<file path="src/rtl/seq_ctrl_pkg.sv">
// Shared types and defaults for the run-detector sequencer.
//   ctrl_state_t : one-hot controller state (IDLE, SHIFT, DRAIN, DONE)
//   DEF_WORD_W   : default number of bits per input word
package seq_ctrl_pkg;

  localparam int unsigned DEF_WORD_W = 8;

  typedef enum logic [3:0] {
    IDLE  = 4'b0001,
    SHIFT = 4'b0010,
    DRAIN = 4'b0100,
    DONE  = 4'b1000
  } ctrl_state_t;

endpackage

</file>
<file path="src/rtl/seq_piso.sv">
// Parallel-in / serial-out shift register, MSB first.
// Ports:
//   clk, rst : clock, asynchronous active-high reset
//   load     : capture din (has priority over shift)
//   shift    : shift left by one, zero-filling the LSB
//   din      : parallel word
//   msb      : current most significant bit (serial output)
module seq_piso #(
  parameter int unsigned WORD_W = 8
) (
  input  logic              clk,
  input  logic              rst,
  input  logic              load,
  input  logic              shift,
  input  logic [WORD_W-1:0] din,
  output logic              msb
);

  logic [WORD_W-1:0] sr;

  always_ff @(posedge clk or posedge rst) begin
    if (rst) begin
      sr <= '0;
    end else if (load) begin
      sr <= din;
    end else if (shift) begin
      sr <= {sr[WORD_W-2:0], 1'b0};
    end
  end

  assign msb = sr[WORD_W-1];

endmodule

</file>
<file path="src/rtl/seq_detect_ctrl.sv">
// Sequencer for a Moore 4-in-a-row run detector. Accepts a word over
// in_valid/in_ready, serializes it MSB-first onto det_w, collects det_z
// one cycle behind each bit, and returns hit/count/first-index results
// over out_valid/out_ready. The detector is held cleared between words.
// Ports:
//   clk, rst                    : clock, asynchronous active-high reset
//   in_valid, in_ready, in_data : input word handshake
//   det_w, det_clr, det_z       : detector serial input, clear, response
//   out_valid, out_ready        : result handshake
//   out_hit, out_count, out_first : per-word result fields
//   busy                        : controller not in IDLE
import seq_ctrl_pkg::*;

module seq_detect_ctrl #(
  parameter int unsigned WORD_W = DEF_WORD_W,
  parameter int unsigned CNT_W  = $clog2(WORD_W + 1)
) (
  input  logic              clk,
  input  logic              rst,
  input  logic              in_valid,
  output logic              in_ready,
  input  logic [WORD_W-1:0] in_data,
  output logic              det_w,
  output logic              det_clr,
  input  logic              det_z,
  output logic              out_valid,
  input  logic              out_ready,
  output logic              out_hit,
  output logic [CNT_W-1:0]  out_count,
  output logic [CNT_W-1:0]  out_first,
  output logic              busy
);

  localparam logic [CNT_W-1:0] LAST = CNT_W'(WORD_W - 1);

  ctrl_state_t      state, state_nxt;
  logic [CNT_W-1:0] bit_cnt;
  logic             acc_hit, hit_nxt;
  logic [CNT_W-1:0] acc_count, count_nxt;
  logic [CNT_W-1:0] acc_first, first_nxt;
  logic             load, shift, samp_en;
  logic [CNT_W-1:0] samp_idx;
  logic             piso_msb;
  logic             det_clr_q;

  seq_piso #(.WORD_W(WORD_W)) u_piso (
    .clk   (clk),
    .rst   (rst),
    .load  (load),
    .shift (shift),
    .din   (in_data),
    .msb   (piso_msb)
  );

  always_ff @(posedge clk or posedge rst) begin
    if (rst) state <= IDLE;
    else     state <= state_nxt;
  end

  always_comb begin
    state_nxt = state;
    load      = 1'b0;
    shift     = 1'b0;
    samp_en   = 1'b0;
    samp_idx  = '0;
    unique case (state)
      IDLE: begin
        if (in_valid) begin
          load      = 1'b1;
          state_nxt = SHIFT;
        end
      end
      SHIFT: begin
        shift = 1'b1;
        // z lags w by one cycle: the sample in cycle j belongs to bit j-1.
        samp_en  = (bit_cnt != '0);
        samp_idx = bit_cnt - CNT_W'(1);
        if (bit_cnt == LAST) state_nxt = DRAIN;
      end
      DRAIN: begin
        samp_en   = 1'b1;
        samp_idx  = LAST;
        state_nxt = DONE;
      end
      DONE: begin
        if (out_ready) state_nxt = IDLE;
      end
      default: state_nxt = IDLE;
    endcase
  end

  always_comb begin
    hit_nxt   = acc_hit;
    count_nxt = acc_count;
    first_nxt = acc_first;
    if (samp_en && det_z) begin
      count_nxt = acc_count + CNT_W'(1);
      if (!acc_hit) begin
        hit_nxt   = 1'b1;
        first_nxt = samp_idx;
      end
    end
  end

  always_ff @(posedge clk or posedge rst) begin
    if (rst) begin
      det_clr_q <= 1'b1;
      bit_cnt   <= '0;
      acc_hit   <= 1'b0;
      acc_count <= '0;
      acc_first <= '0;
      out_hit   <= 1'b0;
      out_count <= '0;
      out_first <= '0;
    end else begin
      // Registered so the detector clear never glitches.
      det_clr_q <= (state_nxt == IDLE) || (state_nxt == DONE);
      if (load) begin
        bit_cnt   <= '0;
        acc_hit   <= 1'b0;
        acc_count <= '0;
        acc_first <= '0;
      end else begin
        if (state == SHIFT) bit_cnt <= bit_cnt + CNT_W'(1);
        acc_hit   <= hit_nxt;
        acc_count <= count_nxt;
        acc_first <= first_nxt;
      end
      // Results include the final DRAIN sample and hold until the next word.
      if (state == DRAIN) begin
        out_hit   <= hit_nxt;
        out_count <= count_nxt;
        out_first <= first_nxt;
      end
    end
  end

  assign det_clr   = det_clr_q;
  assign det_w     = (state == SHIFT) && piso_msb;
  assign in_ready  = (state == IDLE);
  assign out_valid = (state == DONE);
  assign busy      = (state != IDLE);

endmodule

</file>
<file path="config.mk">
export PLATFORM = sky130hd
export DESIGN_NAME = seq_detect_ctrl
export DESIGN_NICKNAME = d
export VERILOG_FILES = /design/src/rtl/seq_ctrl_pkg.sv /design/src/rtl/seq_piso.sv /design/src/rtl/seq_detect_ctrl.sv
export SDC_FILE = /design/constraint.sdc
export NUM_CORES = 1
export LEC_CHECK = 0
export CORE_ASPECT_RATIO = 1.5
export CORE_MARGIN = 3
export CORE_UTILIZATION = 50
export CTS_CLUSTER_DIAMETER = 50
export DETAILED_ROUTE_END_ITERATION = 16
export PLACE_DENSITY = 0.78
export SYNTH_ARGS = -nofsm -noshare
export SYNTH_HDL_FRONTEND = slang
export SYNTH_HIERARCHICAL = 1
export SYNTH_SLANG_ARGS = --single-unit
</file>
<file path="constraint.sdc">
create_clock -name clk -period 4.15 [get_ports clk]
set_input_delay 0.83 -clock clk [delete_from_list [all_inputs] [get_ports clk]]
set_output_delay 0.83 -clock clk [all_outputs]
set_load 0.02 [all_outputs]
</file>
* After elaboration in Yosys (flattened, before gate mapping)
Cells that the tools add are included.
** Word-level totals
- Register bits after elaboration :: 35
- Bits in latches :: 0
- Bits in writable memories :: 0
- Memory bits (read-only) :: 0
- Bits of input ports :: 13
- Output and inout bits :: 14
- Logic and storage cells :: 47
- Memories kept :: 0
** Cells by class
- Add/subtract/negate cells :: 3
- Multiply operators :: 0
- Divide/modulo/power cells :: 0
- Order comparisons :: 0
- Eq/ne operators :: 8
- Shift operators :: 0
- Mux-type cells :: 20
- Bitwise logic cells :: 0
- Reduce and logical (&&, ||, !) cells :: 6
** Operators with widths (count)
- $mux W4 :: 10
- $mux W8 :: 2
- $pmux W4 S4 :: 1
- $add A4 B1 Y4 const B :: 2
- $eq A4 B1 Y1 const B :: 2
- $eq A4 B3 Y1 const B :: 2
- $eq A4 B4 Y1 const B :: 2
- $pmux W4 S2 :: 1
- $mux W1 :: 5
- $eq A4 B2 Y1 const B :: 1
- $ne A4 B1 Y1 const B :: 1
- $reduce_bool A2 Y1 :: 2
- $reduce_bool A4 Y1 :: 1
- $sub A4 B1 Y4 const B :: 1
- $logic_and A1 B1 Y1 :: 2
- $pmux W1 S2 :: 1
- $logic_or A1 B1 Y1 :: 1

* Logic depth before layout (Yosys ltp)
- Depth after elaboration :: 5
- Depth in mapped cells :: 6
- Mapped depth without buffers :: 6

* Modules after synthesis
The synthesis kept the hierarchy.
** By module, submodules not included
- seq_detect_ctrl :: times used 1, cells each 131, area an instance 1306.3 um2, sequential area each 678.2 um2
- seq_piso :: times used 1, cells each 35, area an instance 372.9 um2, sequential area each 200.2 um2

* Least setup slack after synthesis
No wires, ideal clock.
- Kind :: register to output
- From :: reg state[0]
- To :: out busy
- Arrival :: 1.732 ns
- Data required time :: 3.320 ns
- Slack :: 1.588 ns
- Cell stages (with the launch flop) :: 3
- Buffers on the path :: 0
- Path through :: dfstp_2 nor4b_1 inv_1
** Between the ends
- Longest elaborated chain between the ends :: 1
** RTL lines
- start: declaration :: RTL line seq_detect_ctrl.sv:36 : ctrl_state_t state, state_nxt;
- start signal: assignment :: RTL line seq_detect_ctrl.sv:57 : else state <= state_nxt;
- $ne A4 B1 Y1 :: RTL line seq_detect_ctrl.sv:142 : assign busy = (state != IDLE);
- end: declaration :: RTL line seq_detect_ctrl.sv:31 : output logic busy
No other way between the ends.

* Worst setup path after layout
- From :: reg state[0]
- To :: out det_w
** Between the ends
- Longest elaborated chain between the ends :: 2
** RTL lines
- $eq A4 B2 Y1 :: RTL line seq_detect_ctrl.sv:139 : assign det_w = (state == SHIFT) && piso_msb;
- $logic_and A1 B1 Y1 :: RTL line seq_detect_ctrl.sv:139
- end: declaration :: RTL line seq_detect_ctrl.sv:23 : output logic det_w,
No other way between the ends.

==> impl_metrics.yaml <==
pwr:
  p_comb_share_pct: 35.6
  netSwitchingPower_mw: 0.424
  p_total_mw: 1.22
  seqPwrFrac_pct: 42.3
  p_int_mw: 0.792
  cellLeakagePower_nw: 0.906
  sw_frac_of_total_pct: 34.8
  irDropWorstVdd_uv: 397
  power_density_mw_per_mm2: 590
  p_clk_share_pct: 22.1
sta:
  maxSlewViolCount: 0
  rsz0062_at_grt: "false"
  timing.slew.headroom_pct: 35.2
  skew_ns: 0.00415
  fin_crit_ns: 2.92
  hold_violations: 0
  fin_ws_ns: 1.23
  max_freq_ghz: 0.343
  setup_violations: 0
  worst_pin_slew_ns: 0.972
  finalSetupTns_ns: 0
  finalCritPeriodShare_pct: 70.3
worst_hold_path:
  hp-class: "reg -> reg"
  holdPathStages: 2
setup_path:
  critPathCaptureType: "output port"
  cpLargestDelayFamily: "buffers and inverters"
  crit_path_max_fanout: 17
  critPathSlowestCell: "dfstp_2"
  r2r_cells: 5
  start_kind: "flop"
  cp_num_cells: 4
  critical_path_class: "reg -> out"
  worst-path-buf-inv: 2
  cp.arrival_ns: 2.09
  crit_required_ns: 3.32
  max_stage_delay_ns: 0.59
  path_cells: "nand3b_4 > clkinv_2 > and2_1 > clkdlybuf4s50_1"
logic_synthesis:
  synth-seq-cells: 35
  synth_top_flop_cell: "dfrtp_1"
  synth.avg_cell_area_um2: 10.1
  synth.cell_area_mm2: 0.00168
  synth_edf_count: 0
  syn_nets: 183
  synth_top_cell_area_share_pct: 49.2
  postSynthCellCount: 166
  yosysSeqAreaShare_pct: 52.3
  yosys_warnings: 6
  synthTopCellsByArea: "dfrtp_1 49%, mux2i_1 5.4%, nor2_1 4.9%"
  yosysUniqueCellTypes: 37
  async_flop_share_pct: 100
  synth_top_area_cell: "dfrtp_1"
clock_network:
  cts_hold_buf: 0
  cts_setup_buffers: 0
  clock_path_buffers: 2
  h-tree-depth: 2
  clk_pin_slew_worst_paths_ns: 0.07
  clk_latency_ns: 0.28
  clock_sinks: 35
  root_buffer: "clkbuf_8"
  numCtsBuffers: 5
  cts_tree: "done"
  cts_resized: 0
place:
  dp.cells: 227
  portBuffers: 26
  place_congestion: 0.797
  place_ws_ns: 1.54
  hpwl_um: 2360
routing:
  drt_wl_total_um: 3180
  drt_first_pass_iters: 4
  antenna_left: 0
  drc_errors: 0
  num_vias: 1250
  drt_iter0_markers: 25
  wl_per_cell_um: 13.5
  viasPerCell: 5.32
layout:
  layout-drive-gt1-share_pct: 10.3
  fillers: 273
  final_util_pct: 64.5
  nets: 211
  layout_common_cells: "33 x dfrtp_1, 26 x clkdlybuf4s50_1, 22 x nor2_1"
  multi_input_area_um2: 721
  seqCellArea_um2: 878
  layout.cells.non_filler: 235
  area_growth_pct: 22.7
  layout_commonest_cell: "dfrtp_1"
  n_antenna_cell: 0
run:
  maxCapViolCount: 0
floorplanning:
  start_util_pct: 52.6
  core_area_mm2: 0.00319
  ioPinCount: 27
  placementRows: 25
  die_w_um: 53.3
  die_y_um: 77.0
  die_area_mm2: 0.00410
global_routing:
  grt_max_degree: 28
  grt.met2_usage_pct: 31.6
  top_usage_layer: "met2"
  met1_usage_pct: 18.0
  grt_first_pass_wirelength_um: 5340
  grt_pass1_vias: 1239
  grt_usage_pct: 17.9
  antenna_found_initial: 0
  met3_usage_pct: 5.24
  grt_remaining_overflow: 0
outcome:
  status: "completed"
-- registers in the layout, indices dropped and copies added, names as in the netlist --
| signal | flops |
|---|---|
| acc_hit | 1 |
| det_clr | 1 |
| bit_cnt | 4 |
| out_first | 4 |
| acc_count | 4 |
| u_piso/sr | 8 |
| state | 4 |
| acc_first | 4 |
| out_count | 4 |
| out_hit | 1 |
-- routing by layer --
layer | up-vias | wire (um)
met3 | 5 | 128
li1 | 621 | -
met2 | 27 | 1760
met1 | 597 | 1230
met5 | - | 0
met4 | 0 | 63
-- power groups by stage --
stage	Sequential, mW	Combinational (mW)	Clock [mW]
after global placement	0.514	0.418	0
after global routing	0.530	0.474	0.295
after floorplan	0.537	0.272	0
after CTS	0.515	0.439	0.279
after detailed placement	0.522	0.436	0
final	0.514	0.433	0.269
-- metrics by stage --
stage | hold WS, ns | cell area (um2)
5_1_grt | 0.548 | 2060
3_5_place_dp | 0.502 | 1960
3_3_place_gp | 0.494 | 1960
6_report | 0.512 | 2060
2_1_floorplan | 0.469 | 1680
4_1_cts | 0.523 | 2060
-- worst reg2reg max path, stage by stage, from the launching register on --
cell      delay, ns
dfstp_2        0.59
nor4b_1        0.46
nand2_1        0.38
inv_1          0.52
nand2b_1       0.18
o21ai_0        0.08
-- cells in the mapped netlist, types with 2 or more instances --
cell      number
buf_2          3
inv_1          9
o21ai_0        5
dfrtp_1       33
nand2_1       18
a21oi_1       11
o221a_2        3
nand4_1        2
o21a_1         3
ha_1           4
nor2_1        22
nand3_1        2
nor4b_1        2
nor3_1         2
xnor2_1        2
nand2b_1       3
xor2_1         5
mux2i_1        9
o21ai_1        8
dfstp_2        2
buf_6          2
-- final timing paths --
check                                       startpoint                       end  slack [ns]
worst max-delay path                state[0]$_DFF_PP1_                     det_w        1.23
worst min-delay path            acc_first[3]$_DFF_PP0_  out_first[3]$_DFFE_PP0N_        0.51
worst max register to register      state[0]$_DFF_PP1_  u_piso/sr[0]$_DFFE_PP0P_        1.83
worst min register to register  acc_first[3]$_DFF_PP0_  out_first[3]$_DFFE_PP0N_        0.51
max in group asynchronous                          rst  out_count[1]$_DFFE_PP0N_        2.45
min in group asynchronous                          rst  u_piso/sr[1]$_DFFE_PP0P_        0.82
-- logic make-up (layout without fill, tap and decap cells) --
kind of cell | after synthesis | in the layout | share of synthesized area [%]
XOR/XNOR | 7 | 7 | 3.65
adder cells (fa/ha/maj) | 4 | 4 | 2.98
AND/OR/NAND/NOR | 60 | 60 | 18.2
flip-flops | 35 | 35 | 52.3
AO/OA/AOI/OAI | 35 | 35 | 12.7
buffers and inverters | 16 | 45 | 4.77
multiplexers | 9 | 9 | 5.37
-- area by class of cell --
cell class / instances / share of cell area, %
flip-flops and latches: 35 / 42.6
well taps: 40 / 2.43
clock buffers: 7 / 4.68
inverters: 10 / 1.88
multi-input cells: 115 / 35.0
clock inverters: 1 / 0.365
repair buffers: 27 / 13.0
Note: power is estimated with default switching activity, not from simulation.
